## config.mk

```make
export PLATFORM = sky130hd
export DESIGN_NAME = systolic_operand_feeder
export DESIGN_NICKNAME = d
export VERILOG_FILES = /design/src/rtl/tpu_pkg.sv /design/src/rtl/skew_delay_line.sv /design/src/rtl/systolic_operand_feeder.sv
export SDC_FILE = /design/constraint.sdc
export NUM_CORES = 1
export LEC_CHECK = 0
export CELL_PAD_IN_SITES_DETAIL_PLACEMENT = 1
export CELL_PAD_IN_SITES_GLOBAL_PLACEMENT = 1
export CORE_ASPECT_RATIO = 1.1
export CORE_UTILIZATION = 30
export DETAILED_ROUTE_END_ITERATION = 6
export GPL_ROUTABILITY_DRIVEN = 0
export GPL_TIMING_DRIVEN = 1
export MAX_ROUTING_LAYER = met4
export PLACE_DENSITY = 0.65
export SLEW_MARGIN = 20
export SYNTH_ARGS = -nofsm -noshare
export SYNTH_HDL_FRONTEND = slang
export SYNTH_SLANG_ARGS = --single-unit
```

## constraint.sdc

```tcl
create_clock -name clk -period 2.82 [get_ports clk]
set_input_delay 0.564 -clock clk [delete_from_list [all_inputs] [get_ports clk]]
set_output_delay 0.564 -clock clk [all_outputs]
set_load 0.01 [all_outputs]
```

## src/rtl/tpu_pkg.sv

```systemverilog
// Shared types and constants for the FP8 x FP8 -> BF16 systolic array blocks.
// Used by the operand feeder and its skew delay lines.
package tpu_pkg;

    typedef logic [7:0]  fp8_t;
    typedef logic [15:0] bf16_t;

    localparam fp8_t FP8_ZERO = 8'h00;

    typedef enum logic [1:0] {
        IDLE  = 2'd0,
        FEED  = 2'd1,
        FLUSH = 2'd2,
        DONE  = 2'd3
    } feeder_state_t;

    // Multiply register plus accumulator update inside each PE.
    localparam int PE_PIPE_LAT = 2;

    // Drain cycles after the last beat: skew of lane N-1, traversal to the far
    // corner PE, the PE pipeline, and one margin cycle.
    function automatic int flush_len(input int n);
        return 2 * (n - 1) + PE_PIPE_LAT + 1;
    endfunction

endpackage

```

## src/rtl/skew_delay_line.sv

```systemverilog
// Fixed-depth register line used to skew one feeder lane (data or clear flag).
// All stages clear to zero on synchronous active-low reset.
module skew_delay_line #(
    parameter int DEPTH = 1,
    parameter int WIDTH = 16
) (
    input  logic             clk,
    input  logic             rst_n,
    input  logic [WIDTH-1:0] d,
    output logic [WIDTH-1:0] q
);

    logic [WIDTH-1:0] stage_reg [DEPTH];

    always_ff @(posedge clk) begin
        if (!rst_n) begin
            for (int s = 0; s < DEPTH; s++) begin
                stage_reg[s] <= '0;
            end
        end else begin
            stage_reg[0] <= d;
            for (int s = 1; s < DEPTH; s++) begin
                stage_reg[s] <= stage_reg[s-1];
            end
        end
    end

    assign q = stage_reg[DEPTH-1];

endmodule

```

## src/rtl/systolic_operand_feeder.sv

```systemverilog
// Operand feeder for an N x N FP8 MAC array: skews A/B lanes, generates per-row
// clears, drains with zeros and pulses tile_done. Optional: FEEDER_STALL_CNT_EN.
module systolic_operand_feeder
    import tpu_pkg::*;
#(
    parameter int N     = 4,
    parameter int K_MAX = 256,
    parameter int CNT_W = $clog2(K_MAX + 1)
) (
    input  logic             clk,
    input  logic             rst_n,
    input  logic [CNT_W-1:0] cfg_k,
    input  logic             start,
    output logic             busy,
    input  logic             in_valid,
    output logic             in_ready,
    input  logic [N*8-1:0]   in_a,
    input  logic [N*8-1:0]   in_b,
    output logic [N*8-1:0]   a_edge,
    output logic [N*8-1:0]   b_edge,
    output logic [N-1:0]     clear_a,
    output logic             tile_done
`ifdef FEEDER_STALL_CNT_EN
    ,
    output logic [15:0]      stall_cnt
`endif
);

    localparam int FLUSH_LAST = flush_len(N) - 1;

    feeder_state_t    state_reg, state_next;
    logic [CNT_W-1:0] k_reg;
    logic [CNT_W-1:0] beat_cnt_reg;
    logic [CNT_W-1:0] flush_cnt_reg;
    logic             first_pending_reg;

    logic             start_accept;
    logic             beat_accept;
    logic             last_beat;
    logic             flush_last;
    logic             first_beat;
    logic [CNT_W-1:0] beat_cnt_inc;

    assign in_ready  = (state_reg == FEED);
    assign busy      = (state_reg == FEED) || (state_reg == FLUSH);
    assign tile_done = (state_reg == DONE);

    assign start_accept = (state_reg == IDLE) && start && (cfg_k != '0);
    assign beat_accept  = in_ready && in_valid;
    assign beat_cnt_inc = beat_cnt_reg + CNT_W'(1);
    assign last_beat    = (beat_cnt_inc == k_reg);
    assign flush_last   = (flush_cnt_reg == CNT_W'(FLUSH_LAST));
    // Flag held pending until a real beat arrives, so bubbles before the first
    // beat never produce a clear on zero data.
    assign first_beat   = beat_accept && first_pending_reg;

    always_comb begin
        state_next = state_reg;
        case (state_reg)
            IDLE:    if (start_accept)             state_next = FEED;
            FEED:    if (beat_accept && last_beat) state_next = FLUSH;
            FLUSH:   if (flush_last)               state_next = DONE;
            DONE:                                  state_next = IDLE;
            default:                               state_next = IDLE;
        endcase
    end

    always_ff @(posedge clk) begin
        if (!rst_n) begin
            state_reg         <= IDLE;
            k_reg             <= '0;
            beat_cnt_reg      <= '0;
            flush_cnt_reg     <= '0;
            first_pending_reg <= 1'b0;
        end else begin
            state_reg <= state_next;
            if (start_accept) begin
                k_reg             <= cfg_k;
                beat_cnt_reg      <= '0;
                first_pending_reg <= 1'b1;
            end
            if (beat_accept) begin
                first_pending_reg <= 1'b0;
                if (beat_cnt_reg < k_reg) begin
                    beat_cnt_reg <= beat_cnt_inc;
                end
            end
            if (state_reg == FEED) begin
                flush_cnt_reg <= '0;
            end else if ((state_reg == FLUSH) && !flush_last) begin
                flush_cnt_reg <= flush_cnt_reg + CNT_W'(1);
            end
        end
    end

`ifdef FEEDER_STALL_CNT_EN
    logic [15:0] stall_cnt_reg;

    always_ff @(posedge clk) begin
        if (!rst_n) begin
            stall_cnt_reg <= '0;
        end else if (start_accept) begin
            stall_cnt_reg <= '0;
        end else if ((state_reg == FEED) && !in_valid && (stall_cnt_reg != 16'hFFFF)) begin
            stall_cnt_reg <= stall_cnt_reg + 16'd1;
        end
    end

    assign stall_cnt = stall_cnt_reg;
`endif

    // Lane i: data needs i+1 stages, the clear flag one more to line up with
    // the product leaving the PE multiply register.
    genvar gi;
    generate
        for (gi = 0; gi < N; gi++) begin : g_lane
            fp8_t        lane_a, lane_b;
            logic [15:0] lane_q;
            logic        clear_q;

            assign lane_a = beat_accept ? fp8_t'(in_a[gi*8 +: 8]) : FP8_ZERO;
            assign lane_b = beat_accept ? fp8_t'(in_b[gi*8 +: 8]) : FP8_ZERO;

            skew_delay_line #(
                .DEPTH(gi + 1),
                .WIDTH(16)
            ) u_data_line (
                .clk  (clk),
                .rst_n(rst_n),
                .d    ({lane_a, lane_b}),
                .q    (lane_q)
            );

            skew_delay_line #(
                .DEPTH(gi + 2),
                .WIDTH(1)
            ) u_clear_line (
                .clk  (clk),
                .rst_n(rst_n),
                .d    (first_beat),
                .q    (clear_q)
            );

            assign a_edge[gi*8 +: 8] = lane_q[15:8];
            assign b_edge[gi*8 +: 8] = lane_q[7:0];
            assign clear_a[gi]       = clear_q;
        end
    endgenerate

endmodule

```

Word-level counts from Yosys, hierarchy flattened:

Memories as Yosys holds them, arrays and structs flattened.
Index checks and enable logic that the tools add are counted.

* register bits after elaboration: 30
* RAM bits: 174
* input bits: 77
* output and inout bits: 71
* memories: 8

* $add $sub $neg: 2
* $lt $le $gt $ge: 1
* equal/unequal tests: 8
* muxes and demuxes: 42
* bitwise operators: 24
* reduce and logical (&&, ||, !) cells: 14

Memories
* g_lane[3].u_data_line.stage_reg: words 4, width 16, rd ports 4, clocked after memory_dff 0, wr ports 4, line skew_delay_line.sv:13 `logic [WIDTH-1:0] stage_reg [DEPTH];`
* g_lane[2].u_data_line.stage_reg: words 3, width 16, rd ports 3, clocked after memory_dff 0, wr ports 3, line skew_delay_line.sv:13
* g_lane[1].u_data_line.stage_reg: words 2, width 16, rd ports 2, clocked after memory_dff 0, wr ports 2, line skew_delay_line.sv:13
* g_lane[0].u_data_line.stage_reg: words 1, width 16, rd ports 1, clocked after memory_dff 0, wr ports 1, line skew_delay_line.sv:13
* g_lane[3].u_clear_line.stage_reg: words 5, width 1, rd ports 5, clocked after memory_dff 0, wr ports 5, line skew_delay_line.sv:13
* g_lane[2].u_clear_line.stage_reg: words 4, width 1, rd ports 4, clocked after memory_dff 0, wr ports 4, line skew_delay_line.sv:13
* 2 more memories

Operators by type and width (number)
* $mux W16: 10
* $mux W8: 8
* $mux W9: 3
* $or A1 B1 Y1: 23
* $add A9 B1 Y9 const B: 2
* $mux W1: 17
* $reduce_or A16 Y1: 1
* $eq A9 B4 Y1 const B: 1
* $eq A9 B9 Y1: 1
* $lt A9 B9 Y1: 1
* $reduce_bool A9 Y1: 1
* $pmux W2 S4: 1
* $logic_and A1 B1 Y1: 6
* $mux W2: 3
* $eq A2 B2 Y1 const B: 2
* $ne A2 B2 Y1 const B: 2
* $reduce_or A2 Y1: 2
* $reduce_and A3 Y1: 1
* $eq A2 B1 Y1 const B: 1
* $logic_not A2 Y1: 1
* $ne A2 B1 Y1 const B: 1
* $logic_not A1 Y1: 1
* $logic_or A1 B1 Y1: 1
* $not A1 Y1: 1

Logic depth before layout (Yosys ltp):

Gate-level depths: netlist of the first run.

* word-level depth: 6
* depth in mapped cells: 10

By module:

From an unflattened synthesis of the first run, not the netlist that was laid out.

* cell total of the unflattened synthesis: 700
* area total of the unflattened synthesis: 7513.5 µm²

By module, submodules not included
* systolic_operand_feeder: instances 1, cells each 305, area an instance 2439.8 µm²
* skew_delay_line at g_lane[3].u_data_line: instances 1, cells each 134, area an instance 1791.7 µm²
* skew_delay_line at g_lane[2].u_data_line: instances 1, cells each 117, area an instance 1451.4 µm²
* skew_delay_line at g_lane[1].u_data_line: instances 1, cells each 83, area an instance 1016.0 µm²
* skew_delay_line at g_lane[0].u_data_line: instances 1, cells each 33, area an instance 446.7 µm²
* skew_delay_line at g_lane[3].u_clear_line: instances 1, cells each 10, area an instance 131.4 µm²
* skew_delay_line at g_lane[2].u_clear_line: instances 1, cells each 8, area an instance 105.1 µm²
* skew_delay_line at g_lane[1].u_clear_line: instances 1, cells each 6, area an instance 78.8 µm²
* skew_delay_line at g_lane[0].u_clear_line: instances 1, cells each 4, area an instance 52.6 µm²

Worst setup path after synthesis of the first run:

Ideal clock, no wire load.

* path kind: flip-flop to flip-flop
* from: register beat_cnt_reg[3]
* to: register state_reg[0]
* library setup time: 0.073 ns
* data arrival time: 2.062 ns
* slack: 0.685 ns
* stages on the path, launching flop included: 8
* buffers on the path: 1
* period minus slack after synthesis: 2.135 ns
* cells stage by stage: dfxtp_1 buf_4 nand4_4 or3_1 a2111oi_2 o2111ai_1 or4_1 o211ai_2

* word-level cells in the longest chain between the ends: 5

RTL lines
* start: declaration: line systolic_operand_feeder.sv:33 `logic [CNT_W-1:0] beat_cnt_reg;`
* start signal: assignment: line systolic_operand_feeder.sv:85 `beat_cnt_reg <= beat_cnt_inc;`
* $add A9 B1 Y9: line systolic_operand_feeder.sv:50 `assign beat_cnt_inc = beat_cnt_reg + CNT_W'(1);`
* $eq A9 B9 Y1: line systolic_operand_feeder.sv:51 `assign last_beat = (beat_cnt_inc == k_reg);`
* $logic_and A1 B1 Y1: line systolic_operand_feeder.sv:61 `FEED: if (beat_accept && last_beat) state_next = FLUSH;`
* $ne A2 B1 Y1 (no line)
* $reduce_and A3 Y1 (no line)
* end signal: assignment: line systolic_operand_feeder.sv:76 `state_reg <= state_next;`
* end: declaration: line systolic_operand_feeder.sv:31 `feeder_state_t state_reg, state_next;`

Every way passes these cells.
A chain may end at the register's enable or synchronous reset.

Worst setup path in the final report of the first run:

Same ends and word-level chain as after synthesis.

==> metrics.md, run 1 <==
| Metric | Value |
|---|---|
| Most frequent cells in the layout | `199 x dfxtp_1, 170 x and2_1, 146 x clkdlybuf4s50_1, 37 x nor2_1, 25 x inv_1` |
| Average size of a mapped cell | `10.5 um^2` |
| Core area | `22300 um^2` |
| Worst-path clk slew | `~0.080 ns` |
| Syn Inst Count | `660` |
| Worst Skew | `0.0110 ns` |
| Main flop type after synthesis | `dfxtp_1` |
| GRT overflow | `0` |
| Post-Syn Area | `6900 um^2` |
| Worst-Margin Slew | `roughly 0.64 ns` |
| H-tree level count | `4` |
| Crit. End Element | `flip-flop` |
| Vias after detailed routing | `4478` |
| Final worst slack | `about 0.26 ns` |
| Die area | `23600 um^2` |
| Yosys cell types | `just over 50` |
| Maxcap violations | `0` |
| Net count after synthesis | `753` |
| Rows | `57` |
| Clk sinks | `around 200` |
| Net count, final | `about 840` |
| Share of post-route cells with drive strength above 1 | `6.28%` |
| CTS Buf Count | `17` |
| All-Layer GR Usage | `13.3%` |
| Worst ir drop on vdd | `about 0.41 mV` |
| Initial cell density of the core | `a little under a third` |
| Area of the multi-input gates | `2320 um^2` |
| Largest net degree at the start of global routing | `91` |
| I/O Buffers | `147` |
| Ys Warns | `0` |
| Setup tns final | `0 ns` |
| Final hold slack | `approximately 0.43 ns` |
| First-pass DRT Iterations | `5` |
| Fillers | `2436` |
| Post-DRT Antenna Nets | `0` |
| Initial antenna violation count | `0` |
| Cts hold-fix bufs | `0` |
| Number of remaining DRC errors | `0` |
| Unrepaired setup endpoints after global routing | `false` |
| Crit share post-route | `90.7%` |
| Via/cell ratio | `4.23` |
| Max Slew Vio Count | `0` |
| Tmin final | `around 2.6 ns` |
| IO Pins | `148` |
| Area growth syn-to-layout | `29.8%` |
| Startpoint types | `flip-flop` |
| Register bit total from synthesis | `199` |
| DR WL/cell | `13.9 um` |
| First DRT Iteration DRCs | `between 100 and 150` |
| Pre-CTS WS | `around 0.24 ns` |
| CTS tree | `yes` |
| Status | `finished, final reports clean` |
| HP Class | `flip-flop to flip-flop` |
| Endpoints failing setup | `0` |
| CP arrival | `2.92 ns` |
| Post-synthesis sequential area ratio | `57.7%` |
| Routed WL | `14700 um` |
| WP data required | `approximately 3.2 ns` |
| CTS max path bufs | `2` |
| Largest fanout on the critical path | `10` |
| Diode count | `0` |
| Slew headroom | `57.1%` |
| Leak | `about 3.5 nW` |
| P per Cell Area | `approximately 730 nW/um^2` |
| Postcts setup bufs | `0` |
| Largest register FFs | `160` |
| Async SR Flop Fraction | `0%` |
| Vias in the first global route | `between 4000 and 5000` |
| Hold path cells | `1` |
| Global-route wire length before repair | `approximately 24000 um` |
| DIE HEIGHT | `161 um` |
| Final hold viol count | `0` |
| Post-synth EDFFs | `0` |
| Cts repair resizes | `0` |
| Register area | `~4000 um^2` |
| Die extent in x | `147 um` |
| Crit Path Class | `flip-flop to flip-flop` |
| Worst-case reg-to-reg path depth | `6` |
| Fmax achieved | `approximately 400 MHz` |
| Root Driver | `clkbuf_16` |
| Hpwl dp | `10500 um` |
| Later-pin clock latency in the skew report | `about 0.43 ns` |
| Most common cell after layout, fill and taps aside | `dfxtp_1` |
==> through the flow <==
step           power [mW]  cells  instance area, um^2  util, %
2_1_floorplan        3.62    660                 6900        -
3_3_place_gp         3.96   1027                 8300     37.2
3_5_place_dp         4.00   1027                 8300     37.2
4_1_cts              6.68   1059                 8960     40.1
5_1_grt              6.90   1059                 8960     40.1
6_report             6.58   1059                 8960     40.1
==> cell families (layout without fill, tap and decap cells) <==
kind of cell | Yosys count | count (layout) | synth area share, %
adder cells (fa/ha/maj) | 16 | 16 | 2.90
AND/OR/NAND/NOR | 272 | 272 | 22.9
AO/OA/AOI/OAI | 47 | 47 | 4.97
buffers and inverters | 107 | 211 | 8.83
XOR/XNOR | 16 | 16 | 2.23
flip-flops | 199 | 199 | 57.7
multiplexers | 3 | 3 | 0.435
==> cell type report <==
| cell class | instances | area share [%] |
|---|---|---|
| clock buffers | 18 | 4.90 |
| clock inverters | 14 | 2.50 |
| inverters | 25 | 1.05 |
| multi-input cells | 354 | 25.9 |
| flip-flops and latches | 199 | 44.5 |
| well taps | 295 | 4.12 |
| repair buffers | 154 | 17.1 |
==> report_power, final <==
group / switching, mW / leakage [nW] / internal, mW / total, mW
clock network: 1.18 / 0.323 / 1.48 / 2.65
logic: 0.472 / 1.61 / 0.431 / 0.903
registers: 0.0705 / 1.61 / 2.95 / 3.02
total: 1.72 / 3.54 / 4.86 / 6.58
==> routing by layer <==
metal / GRT usage, % / up-vias / wire (um)
li1: - / 2239 / -
met1: 14.3 / 2104 / 6160
met2: 22.5 / 118 / 7240
met3: 4.60 / 17 / 1000
met4: 5.21 / 0 / 269
met5: - / - / 0
==> cell usage after synthesis, types with 3 or more instances <==
| cell | instances | area share, % |
|---|---|---|
| ha_1 | 16 | 2.9 |
| dfxtp_1 | 199 | 58 |
| xnor2_1 | 10 | 1.3 |
| mux2i_1 | 3 | 0.44 |
| and3_1 | 6 | 0.54 |
| a21oi_1 | 12 | 0.87 |
| clkbuf_1 | 25 | 1.4 |
| xor2_1 | 5 | 0.63 |
| o21ai_0 | 6 | 0.44 |
| a211o_1 | 5 | 0.63 |
| o211ai_1 | 6 | 0.65 |
| buf_4 | 53 | 5.8 |
| nor3_1 | 4 | 0.29 |
| nand4_1 | 9 | 0.82 |
| nor2_1 | 38 | 2.1 |
| and2_1 | 170 | 15 |
| nand2_1 | 12 | 0.65 |
| or3_1 | 4 | 0.36 |
| nand3_1 | 15 | 1.1 |
| inv_1 | 25 | 1.4 |
==> critical path, stage by stage, from the launching register on <==
cell,delay (ns)
dfxtp_1,0.56
nand4_4,0.19
or3_1,0.41
a2111oi_2,0.39
o2111ai_1,0.31
or4_1,0.55
o211ai_2,0.08
==> path summary, 6_finish.rpt <==
path	from	endpoint	slack (ns)
setup / recovery	beat_cnt_reg[3]	state_reg[0]	0.26
hold / removal	g_lane[2].u_data_line.stage_reg[0][29]	g_lane[2].u_data_line.stage_reg[0][45]	0.43
setup reg to reg	beat_cnt_reg[3]	state_reg[0]	0.26
hold reg to reg	g_lane[2].u_data_line.stage_reg[0][29]	g_lane[2].u_data_line.stage_reg[0][45]	0.43
Note: power is estimated with default switching activity, not from simulation.
==> run 2, diff against run 1 <==
--- a/config.mk
+++ b/config.mk
@@ -14,6 +14,7 @@
 export GPL_TIMING_DRIVEN = 1
 export MAX_ROUTING_LAYER = met4
 export PLACE_DENSITY = 0.65
+export SKIP_LAST_GASP = 1
 export SLEW_MARGIN = 20
 export SYNTH_ARGS = -nofsm -noshare
 export SYNTH_HDL_FRONTEND = slang
==> results of run 2 <==
The final DEF is identical to that of run 1; final timing and power are the same.
==> run 3, diff against run 2 <==
==> constraint.sdc (replaced) <==
create_clock -name clk -period 2.82 [get_ports clk]
set_input_delay 0.564 -clock clk [delete_from_list [all_inputs] [get_ports clk]]
set_output_delay 0.564 -clock clk [all_outputs]
set_load 0.05 [all_outputs]
==> run 3 against run 2 <==
Effect of this change:
- register-to-register slack got worse by 0.03 ns
- worst setup slack got worse by 0.089 ns
- via count fell by 0.36%
- non-clock buffer count did not move
- clock power barely moved
- combinational power rose by 16%
- routed wire length fell by 1.1%
- sequential share of layout area barely moved
- power rose by 1.9%
- critical path depth fell by 4
- final cell count did not move
- clock-buffer cell count fell by 1
- largest power group unchanged
- highest routed layer unchanged
==> metrics.md, run 3 (synthesis results as in run 1) <==
| Metric | Value |
|---|---|
| Crit path buf inv count | `1 (was 0)` |
| Worst-Margin Slew | `0.653 ns (was 0.643 ns)` |
| Postcts setup bufs | `0 (unchanged)` |
| Routed WL | `14500 um (was 14700 um)` |
| Cts hold-fix bufs | `0 (unchanged)` |
| Root Driver | `clkbuf_16 (unchanged)` |
| CTS Buf Count | `17 (unchanged)` |
| WP data required | `2.26 ns (was 3.18 ns)` |
| Tmin final | `2.65 ns (was 2.56 ns)` |
| CP arrival | `2.08 ns (was 2.92 ns)` |
| Worst Skew | `0.0102 ns (was 0.0110 ns)` |
| Die extent in x | `147 um (unchanged)` |
| Final hold viol count | `0 (unchanged)` |
| Fillers | `2450 (was 2436)` |
| Rows | `57 (unchanged)` |
| CP cell instances | `ha_1 -> clkdlybuf4s50_1 (was nand4_4 -> or3_1 -> a2111oi_2 -> o2111ai_1 -> or4_1 -> o211ai_2)` |
| Global-route wire length before repair | `23800 um (was 23900 um)` |
| Status | `finished, final reports clean (unchanged)` |
| DR WL/cell | `13.7 um (was 13.9 um)` |
| Unrepaired setup endpoints after global routing | `false (unchanged)` |
| Largest fanout on the critical path | `9 (was 10)` |
| Crit share post-route | `93.8% (was 90.7%)` |
| Hpwl dp | `10500 um (about the same)` |
| Via/cell ratio | `4.21 (was 4.23)` |
| First DRT Iteration DRCs | `114 (was 120)` |
| Die area | `23600 um^2 (unchanged)` |
| Reg2Reg Setup Slack | `0.23 ns (was 0.26 ns)` |
| CP peak stage delay | `0.86 ns (was 0.56 ns)` |
| Initial cell density of the core | `30.9% (unchanged)` |
| Setup tns final | `0 ns (unchanged)` |
| H-tree level count | `4 (unchanged)` |
| Worst-case reg-to-reg path depth | `6 (unchanged)` |
| CTS max path bufs | `2 (unchanged)` |
| Post-DRT Antenna Nets | `0 (unchanged)` |
| Share of post-route cells with drive strength above 1 | `6.28% (unchanged)` |
| Crit Path Class | `flip-flop to primary output (was flip-flop to flip-flop)` |
| Final hold slack | `0.430 ns (was 0.429 ns)` |
| GRT overflow | `0 (unchanged)` |
| CTS tree | `yes (unchanged)` |
| Critical Path Slowest Stage Cell | `clkdlybuf4s50_1 (was dfxtp_1)` |
| Vias in the first global route | `4837 (was 4799)` |
| Max Slew Vio Count | `0 (unchanged)` |
| Slew headroom | `56.4% (was 57.1%)` |
| Worst-path clk slew | `0.07 ns (was 0.08 ns)` |
| All-Layer GR Usage | `13.2% (was 13.3%)` |
| I/O Buffers | `147 (unchanged)` |
| P per Cell Area | `749 nW/um^2 (was 735 nW/um^2)` |
| Number of remaining DRC errors | `0 (unchanged)` |
| Core area | `22300 um^2 (unchanged)` |
| HP Class | `flip-flop to flip-flop (unchanged)` |
| Cts repair resizes | `0 (unchanged)` |
| Hold Crit Endpoint | `g_lane[2].u_data_line.stage_reg[0][18] (was g_lane[2].u_data_line.stage_reg[0][45])` |
| Hold path cells | `1 (unchanged)` |
| Vias after detailed routing | `4462 (was 4478)` |
| Clk sinks | `199 (unchanged)` |
| IO Pins | `148 (unchanged)` |
| Later-pin clock latency in the skew report | `0.43 ns (about the same)` |
| Largest register FFs | `160 (unchanged)` |
| Diode count | `0 (unchanged)` |
| First-pass DRT Iterations | `4 (was 5)` |
| Fmax achieved | `378 MHz (was 391 MHz)` |
| R2R Path End | `state_reg[0] (unchanged)` |
| Initial antenna violation count | `0 (unchanged)` |
| Most common cell after layout, fill and taps aside | `dfxtp_1 (unchanged)` |
| Maxcap violations | `0 (unchanged)` |
| Crit. End Element | `primary output (was flip-flop)` |
| Area growth syn-to-layout | `29.7% (was 29.8%)` |
| Worst r2r src | `beat_cnt_reg[3] (unchanged)` |
| DIE HEIGHT | `161 um (unchanged)` |
| Stages on the worst setup path | `2 (was 6)` |
| Most frequent cells in the layout | `199 x dfxtp_1, 170 x and2_1, 146 x clkdlybuf4s50_1, 37 x nor2_1, 25 x inv_1 (unchanged)` |
| Leak | `3.53 nW (was 3.54 nW)` |
| Startpoint types | `flip-flop (unchanged)` |
| Cell family with most CP delay | `buffers and inverters (was simple AND/OR/NAND/NOR gates)` |
| Endpoints failing setup | `0 (unchanged)` |
| Worst ir drop on vdd | `0.353 mV (was 0.408 mV)` |
| Hold path start | `g_lane[2].u_data_line.stage_reg[0][2] (was g_lane[2].u_data_line.stage_reg[0][29])` |
| Net count, final | `844 (unchanged)` |
| Largest net degree at the start of global routing | `91 (unchanged)` |
[run 3: changes by cell type in the layout (fill, tap and decap cells not counted)]
| cell | before | now |
|---|---|---|
| clkbuf_8 | 1 | 0 |
| clkinvlp_4 | 0 | 1 |
[run 3: report_power, final]
group	internal, mW	total (mW)	switching, mW
clock network	1.46	2.63	1.18
logic	0.430	1.05	0.619
registers	2.95	3.02	0.0703
total	4.84	6.71	1.87
[run 3: cell type report]
cell class | count | area (um^2) | share of cell area [%]
Multi-Input combinational cell | 354 | 2320 | 25.9
Clock inverter | 15 | 231 | 2.59
Inverter | 25 | 93.8 | 1.05
Sequential cell | 199 | 3980 | 44.5
Clock buffer | 17 | 425 | 4.75
Timing Repair Buffer | 154 | 1530 | 17.1
Tap cell | 295 | 369 | 4.12
[run 3: worst register-to-register path: stages (launching register included)]
cell,delay [ns]
dfxtp_1,0.56
nand4_4,0.19
or3_1,0.43
a2111oi_2,0.39
o2111ai_1,0.32
or4_1,0.57
o211ai_2,0.08
[run 3: routing by layer]
layer | routed length, um | GRT usage (%)
met1 | 6100 | 14.2
met3 | 945 | 4.24
met4 | 205 | 5.26
met2 | 7260 | 22.3
met5 | 0 | -
[run 3: how the worst max path moves through the flow]
stage / startpoint / end / slack, ns
finish: state_reg[0] / in_ready / 0.17
floorplan: state_reg[0] / beat_cnt_reg[7] / 0.41
global route: beat_cnt_reg[3] / state_reg[0] / 0.05
CTS: state_reg[0] / in_ready / 0.13
global placement: cfg_k[5] / beat_cnt_reg[4] / 0.38
detailed placement: cfg_k[8] / k_reg[3] / 0.21
[run 3: per-stage QoR]
stage / setup WS [ns] / utilization, % / cells / cell area [um^2] / power (mW)
after floorplan: 0.410 / - / 660 / 6900 / 3.78
after detailed placement: 0.215 / 37.2 / 1027 / 8300 / 4.15
after CTS: 0.134 / 40.1 / 1059 / 8950 / 6.82
final: 0.174 / 40.1 / 1059 / 8950 / 6.71
after global routing: 0.0497 / 40.1 / 1059 / 8950 / 7.02
after global placement: 0.379 / 37.2 / 1027 / 8300 / 4.11
